`config.mk`:
```
export PLATFORM = sky130hd
export DESIGN_NAME = pc_fetch_unit
export DESIGN_NICKNAME = d
export VERILOG_FILES = /design/src/rtl/cpu_pkg.sv /design/src/rtl/pc_target_calc.sv /design/src/rtl/pc_fetch_unit.sv
export SDC_FILE = /design/constraint.sdc
export NUM_CORES = 1
export LEC_CHECK = 0
export ABC_AREA = 1
export BUFFER_PORTS_ARGS = -buffer_cell sky130_fd_sc_hd__buf_2
export CAP_MARGIN = 20
export CORE_ASPECT_RATIO = 0.9
export CORE_UTILIZATION = 55
export CTS_CLUSTER_DIAMETER = 100
export DETAILED_ROUTE_END_ITERATION = 8
export PLACE_DENSITY_LB_ADDON = 0.2
export SYNTH_ARGS = -nofsm -noshare
export SYNTH_HDL_FRONTEND = slang
export SYNTH_SLANG_ARGS = --single-unit
```
`constraint.sdc`:
```
create_clock -name clk -period 7.6 [get_ports clk]
set_input_delay 1.52 -clock clk [delete_from_list [all_inputs] [get_ports clk]]
set_output_delay 1.52 -clock clk [all_outputs]
set_load 0.05 [all_outputs]
```
`src/rtl/cpu_pkg.sv`:
```
// Shared definitions for the MIPS core front end: trap vectors, next-PC selects, opcodes.
// Latency: n/a (constants, types and a pure function only).
// Backpressure: n/a.
package cpu_pkg;

    localparam logic [31:0] VEC_RESET = 32'h8000_0000;
    localparam logic [31:0] VEC_IRQ   = 32'h8000_0004;
    localparam logic [31:0] VEC_EXC   = 32'h8000_0008;

    typedef enum logic [1:0] {
        PCSEL_SEQ = 2'd0,
        PCSEL_BR  = 2'd1,
        PCSEL_J   = 2'd2,
        PCSEL_JR  = 2'd3
    } pc_sel_e;

    localparam logic [5:0] OP_RTYPE = 6'h00;
    localparam logic [5:0] OP_REGIMM = 6'h01;
    localparam logic [5:0] OP_J     = 6'h02;
    localparam logic [5:0] OP_JAL   = 6'h03;
    localparam logic [5:0] OP_BEQ   = 6'h04;
    localparam logic [5:0] OP_BNE   = 6'h05;
    localparam logic [5:0] OP_BLEZ  = 6'h06;
    localparam logic [5:0] OP_BGTZ  = 6'h07;
    localparam logic [5:0] OP_ADDI  = 6'h08;
    localparam logic [5:0] OP_ADDIU = 6'h09;
    localparam logic [5:0] OP_SLTI  = 6'h0A;
    localparam logic [5:0] OP_SLTIU = 6'h0B;
    localparam logic [5:0] OP_ANDI  = 6'h0C;
    localparam logic [5:0] OP_LUI   = 6'h0F;
    localparam logic [5:0] OP_LW    = 6'h23;
    localparam logic [5:0] OP_SW    = 6'h2B;

    // True for every opcode the core implements; anything else traps when checking is enabled.
    function automatic logic is_legal_op(input logic [5:0] op);
        case (op)
            OP_RTYPE, OP_REGIMM, OP_J, OP_JAL, OP_BEQ, OP_BNE, OP_BLEZ, OP_BGTZ,
            OP_ADDI, OP_ADDIU, OP_SLTI, OP_SLTIU, OP_ANDI, OP_LUI, OP_LW, OP_SW:
                is_legal_op = 1'b1;
            default:
                is_legal_op = 1'b0;
        endcase
    endfunction

endpackage

```
`src/rtl/pc_target_calc.sv`:
```
// Computes the sequential, branch and jump candidates for the next PC from pc and instr.
// Latency: purely combinational, zero cycles.
// Backpressure: none; outputs follow inputs continuously.
module pc_target_calc (
    input  logic [31:0] pc,
    input  logic [25:0] instr_low,
    output logic [31:0] seq_target,
    output logic [31:0] br_target,
    output logic [31:0] j_target
);

    logic [30:0] br_off;

    // Offsets and adds stay within bits [30:0] so the supervisor bit never changes on these paths.
    always_comb begin
        br_off     = {{13{instr_low[15]}}, instr_low[15:0], 2'b00};
        seq_target = {pc[31], pc[30:0] + 31'd4};
        br_target  = {pc[31], seq_target[30:0] + br_off};
        j_target   = {pc[31:28], instr_low, 2'b00};
    end

endmodule

```
`src/rtl/pc_fetch_unit.sv`:
```
// Program counter, next-PC select and trap entry (interrupt; illegal opcode when PC_FETCH_ILLOP_EN is defined).
// Latency: new pc one clock after selection; epc_we/kill asserted in the decision cycle.
// Backpressure: stall holds pc and irq_pend and suppresses all traps for that cycle.
module pc_fetch_unit
    import cpu_pkg::*;
#(
    parameter logic [31:0] RESET_VEC = VEC_RESET,
    parameter logic [31:0] IRQ_VEC   = VEC_IRQ,
    parameter logic [31:0] EXC_VEC   = VEC_EXC
) (
    input  logic        clk,
    input  logic        reset,
    input  logic [31:0] instr,
    input  logic        stall,
    input  logic [1:0]  pc_sel,
    input  logic        branch_taken,
    input  logic [31:0] jr_target,
    input  logic        irq,
    output logic [31:0] pc,
    output logic [31:0] pc_plus4,
    output logic [31:0] epc,
    output logic        epc_we,
    output logic        kill,
    output logic        supervisor
);

    logic [31:0] pc_q;
    logic        irq_pend;
    logic [31:0] seq_target;
    logic [31:0] br_target;
    logic [31:0] j_target;
    logic [31:0] normal_nxt;
    logic [31:0] pc_nxt;
    logic        exc;
    logic        irq_take;

    pc_target_calc u_target (
        .pc         (pc_q),
        .instr_low  (instr[25:0]),
        .seq_target (seq_target),
        .br_target  (br_target),
        .j_target   (j_target)
    );

`ifdef PC_FETCH_ILLOP_EN
    logic unused_bits;
    assign unused_bits = ^jr_target[1:0];
    assign exc         = !stall && !is_legal_op(instr[31:26]);
`else
    logic unused_bits;
    assign unused_bits = ^{instr[31:26], jr_target[1:0]};
    assign exc         = 1'b0;
`endif

    // Interrupts are only taken from user mode, on an unstalled cycle, and yield to exceptions.
    assign irq_take = irq_pend && !pc_q[31] && !stall && !exc;

    // Normal next-PC mux; register jumps drop the low bits so pc stays word aligned.
    always_comb begin
        normal_nxt = seq_target;
        case (pc_sel_e'(pc_sel))
            PCSEL_SEQ: normal_nxt = seq_target;
            PCSEL_BR:  normal_nxt = branch_taken ? br_target : seq_target;
            PCSEL_J:   normal_nxt = j_target;
            PCSEL_JR:  normal_nxt = {jr_target[31:2], 2'b00};
            default:   normal_nxt = seq_target;
        endcase
    end

    // Trap priority: stall hold, then exception, then interrupt, then normal flow.
    always_comb begin
        pc_nxt = normal_nxt;
        if (stall) begin
            pc_nxt = pc_q;
        end else if (exc) begin
            pc_nxt = EXC_VEC;
        end else if (irq_take) begin
            pc_nxt = IRQ_VEC;
        end
    end

    // PC register.
    always_ff @(posedge clk or posedge reset) begin
        if (reset) begin
            pc_q <= RESET_VEC;
        end else begin
            pc_q <= pc_nxt;
        end
    end

    // Pending interrupt latch; taking the interrupt beats a coincident request.
    always_ff @(posedge clk or posedge reset) begin
        if (reset) begin
            irq_pend <= 1'b0;
        end else if (irq_take) begin
            irq_pend <= 1'b0;
        end else if (irq) begin
            irq_pend <= 1'b1;
        end
    end

    assign pc         = pc_q;
    assign pc_plus4   = seq_target;
    assign epc        = pc_q;
    assign epc_we     = exc || irq_take;
    assign kill       = exc || irq_take;
    assign supervisor = pc_q[31];

endmodule

```
==> impl_summary.md <==
Die
In this run the horizontal extent of the chip is around 110 um. The placeable core area is a little under 10000 um2. The number of primary I/O pins is 170. The initial utilization of the core area, before any placement, comes to 0.572. The floorplan step defined a die boundary enclosing 10600 um2. The number of cell rows is 34. The die is 97.7 um tall.

Cells and area
The finished layout holds around 1.3k standard cells, fillers aside. The number of antenna diodes is 0. Of the cells placed in the final design, the portion with a size suffix greater than 1 is 0.176. The fill cell total of the finished layout is between 1k and 1.5k.

Measured on the finished design, the core utilization comes to 0.646. The net total in the final layout is 1233. Compared with the post-synthesis result, the final layout area differs by 12.9%.

Drt
The average wire per cell in the routed design is ~15 um. The ratio of routed vias to standard cells is 5.42. The met3 routed wirelength is 1730 um. For this block, wires on met1 add up to 8050 um. Detailed routing placed a total of 8770 um of wire on met2. The iteration-0 DRC count of the detailed router is 564. After detailed routing, the number of remaining DRC violations is 0. The first detailed-routing pass ran for 5 iterations.

The uppermost layer routed is met4. Summing over every cut layer, the via total after detailed routing is approximately 6.8k. The routed design has 19000 um of wire.

Once detail routing completed, the nets flagged for antenna violations numbered 0.

Timing
For the pin with the worst max-slew slack, the measured transition is 0.813 ns. After layout, the minimum clock period comes to 4.28 ns. Setup violations remaining at the end of the flow were counted as 0. The worst pin sits at a relative slew slack of 0.457. The total negative slack is 0 ns. Setup repair after global routing left no endpoint under its margin. The number of endpoints with negative hold slack in the final report is 0. The number of max-slew violations in the final report is 0. In the finished design, the share of the clock period the worst path needs comes to 0.564. Timing would allow up to 233 MHz. Clock skew on the completed layout was measured at ~0.0054 ns.

Pwr
The fraction of power consumed by combinational cells is 0.706. The worst voltage drop across the vdd grid is 0.228 mV. In this run the static leakage power is 3.81 nW.

The cell-internal power is 0.000665 W. The share of total power in sequential cells is 0.155. The share of total power dissipated in the clock network is 0.139. For this design the ratio of total power to cell area is 272 nW/um2. The switching component of the power is 0.00106 W.

Of the total power, the share spent switching nets is 0.613.

Global routing
Entering global routing, the biggest net connects 34 pins. The total track usage is 0.364. The total grt overflow is 0.

The first-pass GRT wire length is 30100 um. The number of global-route vias before repair is 6045. The number of antenna violations at the first check in global routing was 0.

CTS
In this run, post-CTS hold repair placed 0 buffers. In this run the post-CTS setup repair buffer count came out at 0. The total clock sinks is 31. The H-tree was split into 2 levels. Clock latency on the worst-skew pair, taken at its later pin, is about 0.28 ns. The clock tree root buffer cell is sky130_fd_sc_hd__clkbuf_16. The maximum clock insertion buffer count is 2. The number of buffers added by the clock tree synthesis step is 5. TritonCTS built the clock tree. Clock-pin slew was measured on the worst setup and hold paths at 0.05 ns. After clock tree synthesis, the repair step resized 0 gates.

Synthesis
After technology mapping, the gate count stands at 1019. Of the synthesized area, sequential elements account for 0.139. The number of register bits inferred by synthesis is 31. The cell area after synthesis is 5600 um2.

The synthesized design contains 0 enable-type register cells. Counting distinct cell types in the post-synthesis netlist gives 40. Yosys printed 0 warnings.

By count the netlist is led by sky130_fd_sc_hd__nand2_1, sky130_fd_sc_hd__inv_1, sky130_fd_sc_hd__nor2_1. For this run, asynchronously set or reset flops after synthesis account for 1.00. The share of synthesized area in the top cell type comes to 0.237. By area the synthesized netlist is led by sky130_fd_sc_hd__nand2_1, sky130_fd_sc_hd__dfrtp_1, sky130_fd_sc_hd__inv_1. By instance count, the leading cell after synthesis is sky130_fd_sc_hd__nand2_1. The most instantiated flip-flop cell in the synthesis netlist is sky130_fd_sc_hd__dfrtp_1. The average cell area after synthesis is 5.49 um2. The top cell type by total area after synthesis is sky130_fd_sc_hd__nand2_1.

Worst setup path
Along the worst path, the maximum fanout reaches 20. The combined buffer and inverter count along the critical path is 4. The signal on the critical path passes through buf_2 -> inv_1 -> nand3_1 -> inv_1 -> buf_2. The start point of the critical path is stall. The timing endpoint of the critical path is epc_we.

Among cell families on the critical path, the largest total delay comes from buffers and inverters. The highest cell delay on the worst timing path is 0.36 ns. The worst setup path is launched from an input port. The flop-to-flop setup slack is 4.03 ns. The startpoint identified for the worst register-to-register timing path is epc[2]. The cell at the slowest stage of the critical path is sky130_fd_sc_hd__inv_1. The capturing element type of the critical path is an output pin. The type of the worst setup path is in2out. The logic depth of the worst path, buffers included is 5.

At the worst endpoint, the required time is 6.08 ns. The worst reg-to-reg path cell count is 19. The end of the worst register-to-register path is epc[29]. Data on the critical path arrives at its endpoint at 2.76 ns.

Placed design
Once placement completed, the tool counted placed cells totaling 1246. In this run the tool buffered the top-level ports with ~160 buffer cells. At the end of routability-driven placement, the weighted congestion stood at 0.935. Once detailed placement completed, the half-perimeter wirelength came to 15400 um.

Run
Across the run, the number of max-cap violations was 0.

Hold path
The path class of the tightest hold or removal check is reg2reg.

Outcome
The run finished with clean final reports.
[how the worst min path moves through the flow]
stage	start	end	slack, ns	cells after the start
floorplan	irq_pend	irq_pend	0.46	2
global placement	irq_pend	irq_pend	0.48	2
detailed placement	irq_pend	irq_pend	0.49	2
CTS	irq_pend	irq_pend	0.50	2
global route	irq_pend	irq_pend	0.54	2
finish	irq_pend	irq_pend	0.51	2
[routing by layer]
metal  up-vias  track usage
met3        34       0.0362
met1      3038        0.511
met5         -            0
li1       3385            -
met2       337        0.592
met4         0        0.102
[registers in the layout, summed over array words and instances (netlist names)]
signal	cells
epc	30
irq_pend	1
[power by group through the flow]
stage          combinational (W)  sequential [W]  clock (W)
6_report                 0.00121        0.000268   0.000239
5_1_grt                  0.00132        0.000276   0.000248
3_3_place_gp             0.00119        0.000266          0
3_5_place_dp             0.00120        0.000268          0
4_1_cts                  0.00121        0.000266   0.000240
2_1_floorplan           0.000860        0.000378          0
[cell families after synthesis]
family / after synthesis / synth area share
buffers and inverters: 220 / 0.182
adders and majority gates: 35 / 0.0796
other: 1 / 0.000670
and+or+nand+nor: 567 / 0.428
AOI/OAI and AO/OA: 148 / 0.144
DFF: 31 / 0.139
xor gates and xnor gates: 17 / 0.0266
[worst min-delay path, delay by kind of cell (launching register included)]
| family | cells | cell delay, ns |
|---|---|---|
| buffers and inverters | 1 | 0.04 |
| DFF | 1 | 0.35 |
| AOI/OAI and AO/OA | 1 | 0.08 |
[area by class of cell]
type                    instances  area (um2)  area share
clock inverters                 2        35.0     0.00554
multi-input cells             773        3820       0.604
clock buffers                   6         139      0.0220
well taps                     126         158      0.0250
repair buffers                158         798       0.126
flip-flops and latches         31         777       0.123
inverters                     158         593      0.0939
[through the flow]
step                setup WS, ns  power [W]  hold slack, ns  area [um2]
finish                      3.32    0.00172           0.505        6320
floorplan                   3.73    0.00124           0.465        5620
global route                3.24    0.00184           0.543        6320
CTS                         3.31    0.00171           0.503        6320
detailed placement          3.31    0.00147           0.491        6140
global placement            3.35    0.00146           0.483        6140
[cell usage in the layout (no fill, tap or decap), types with 3 or more instances in the layout]
| cell type | instances |
|---|---|
| sky130_fd_sc_hd__nand3_1 | 82 |
| sky130_fd_sc_hd__inv_2 | 10 |
| sky130_fd_sc_hd__o21ai_1 | 23 |
| sky130_fd_sc_hd__nand3_2 | 3 |
| sky130_fd_sc_hd__nand2_2 | 6 |
| sky130_fd_sc_hd__conb_1 | 6 |
| sky130_fd_sc_hd__nand4_1 | 9 |
| sky130_fd_sc_hd__o21bai_1 | 7 |
| sky130_fd_sc_hd__nor2_4 | 3 |
| sky130_fd_sc_hd__o22ai_1 | 3 |
| sky130_fd_sc_hd__a21oi_1 | 64 |
| sky130_fd_sc_hd__ha_1 | 34 |
| sky130_fd_sc_hd__clkinv_1 | 4 |
| sky130_fd_sc_hd__o211ai_1 | 6 |
| sky130_fd_sc_hd__dfrtp_1 | 30 |
| sky130_fd_sc_hd__nor3_4 | 3 |
| sky130_fd_sc_hd__xor2_1 | 16 |
| sky130_fd_sc_hd__clkbuf_16 | 5 |
| sky130_fd_sc_hd__nand2_1 | 354 |
| sky130_fd_sc_hd__nor2_1 | 90 |
| sky130_fd_sc_hd__inv_1 | 144 |
| sky130_fd_sc_hd__nor3_1 | 5 |
| sky130_fd_sc_hd__nor2_2 | 4 |
| sky130_fd_sc_hd__o21ai_0 | 35 |
| sky130_fd_sc_hd__buf_2 | 155 |
| sky130_fd_sc_hd__buf_4 | 3 |
| sky130_fd_sc_hd__a21o_1 | 7 |
Note: power is estimated with default switching activity, not from simulation.
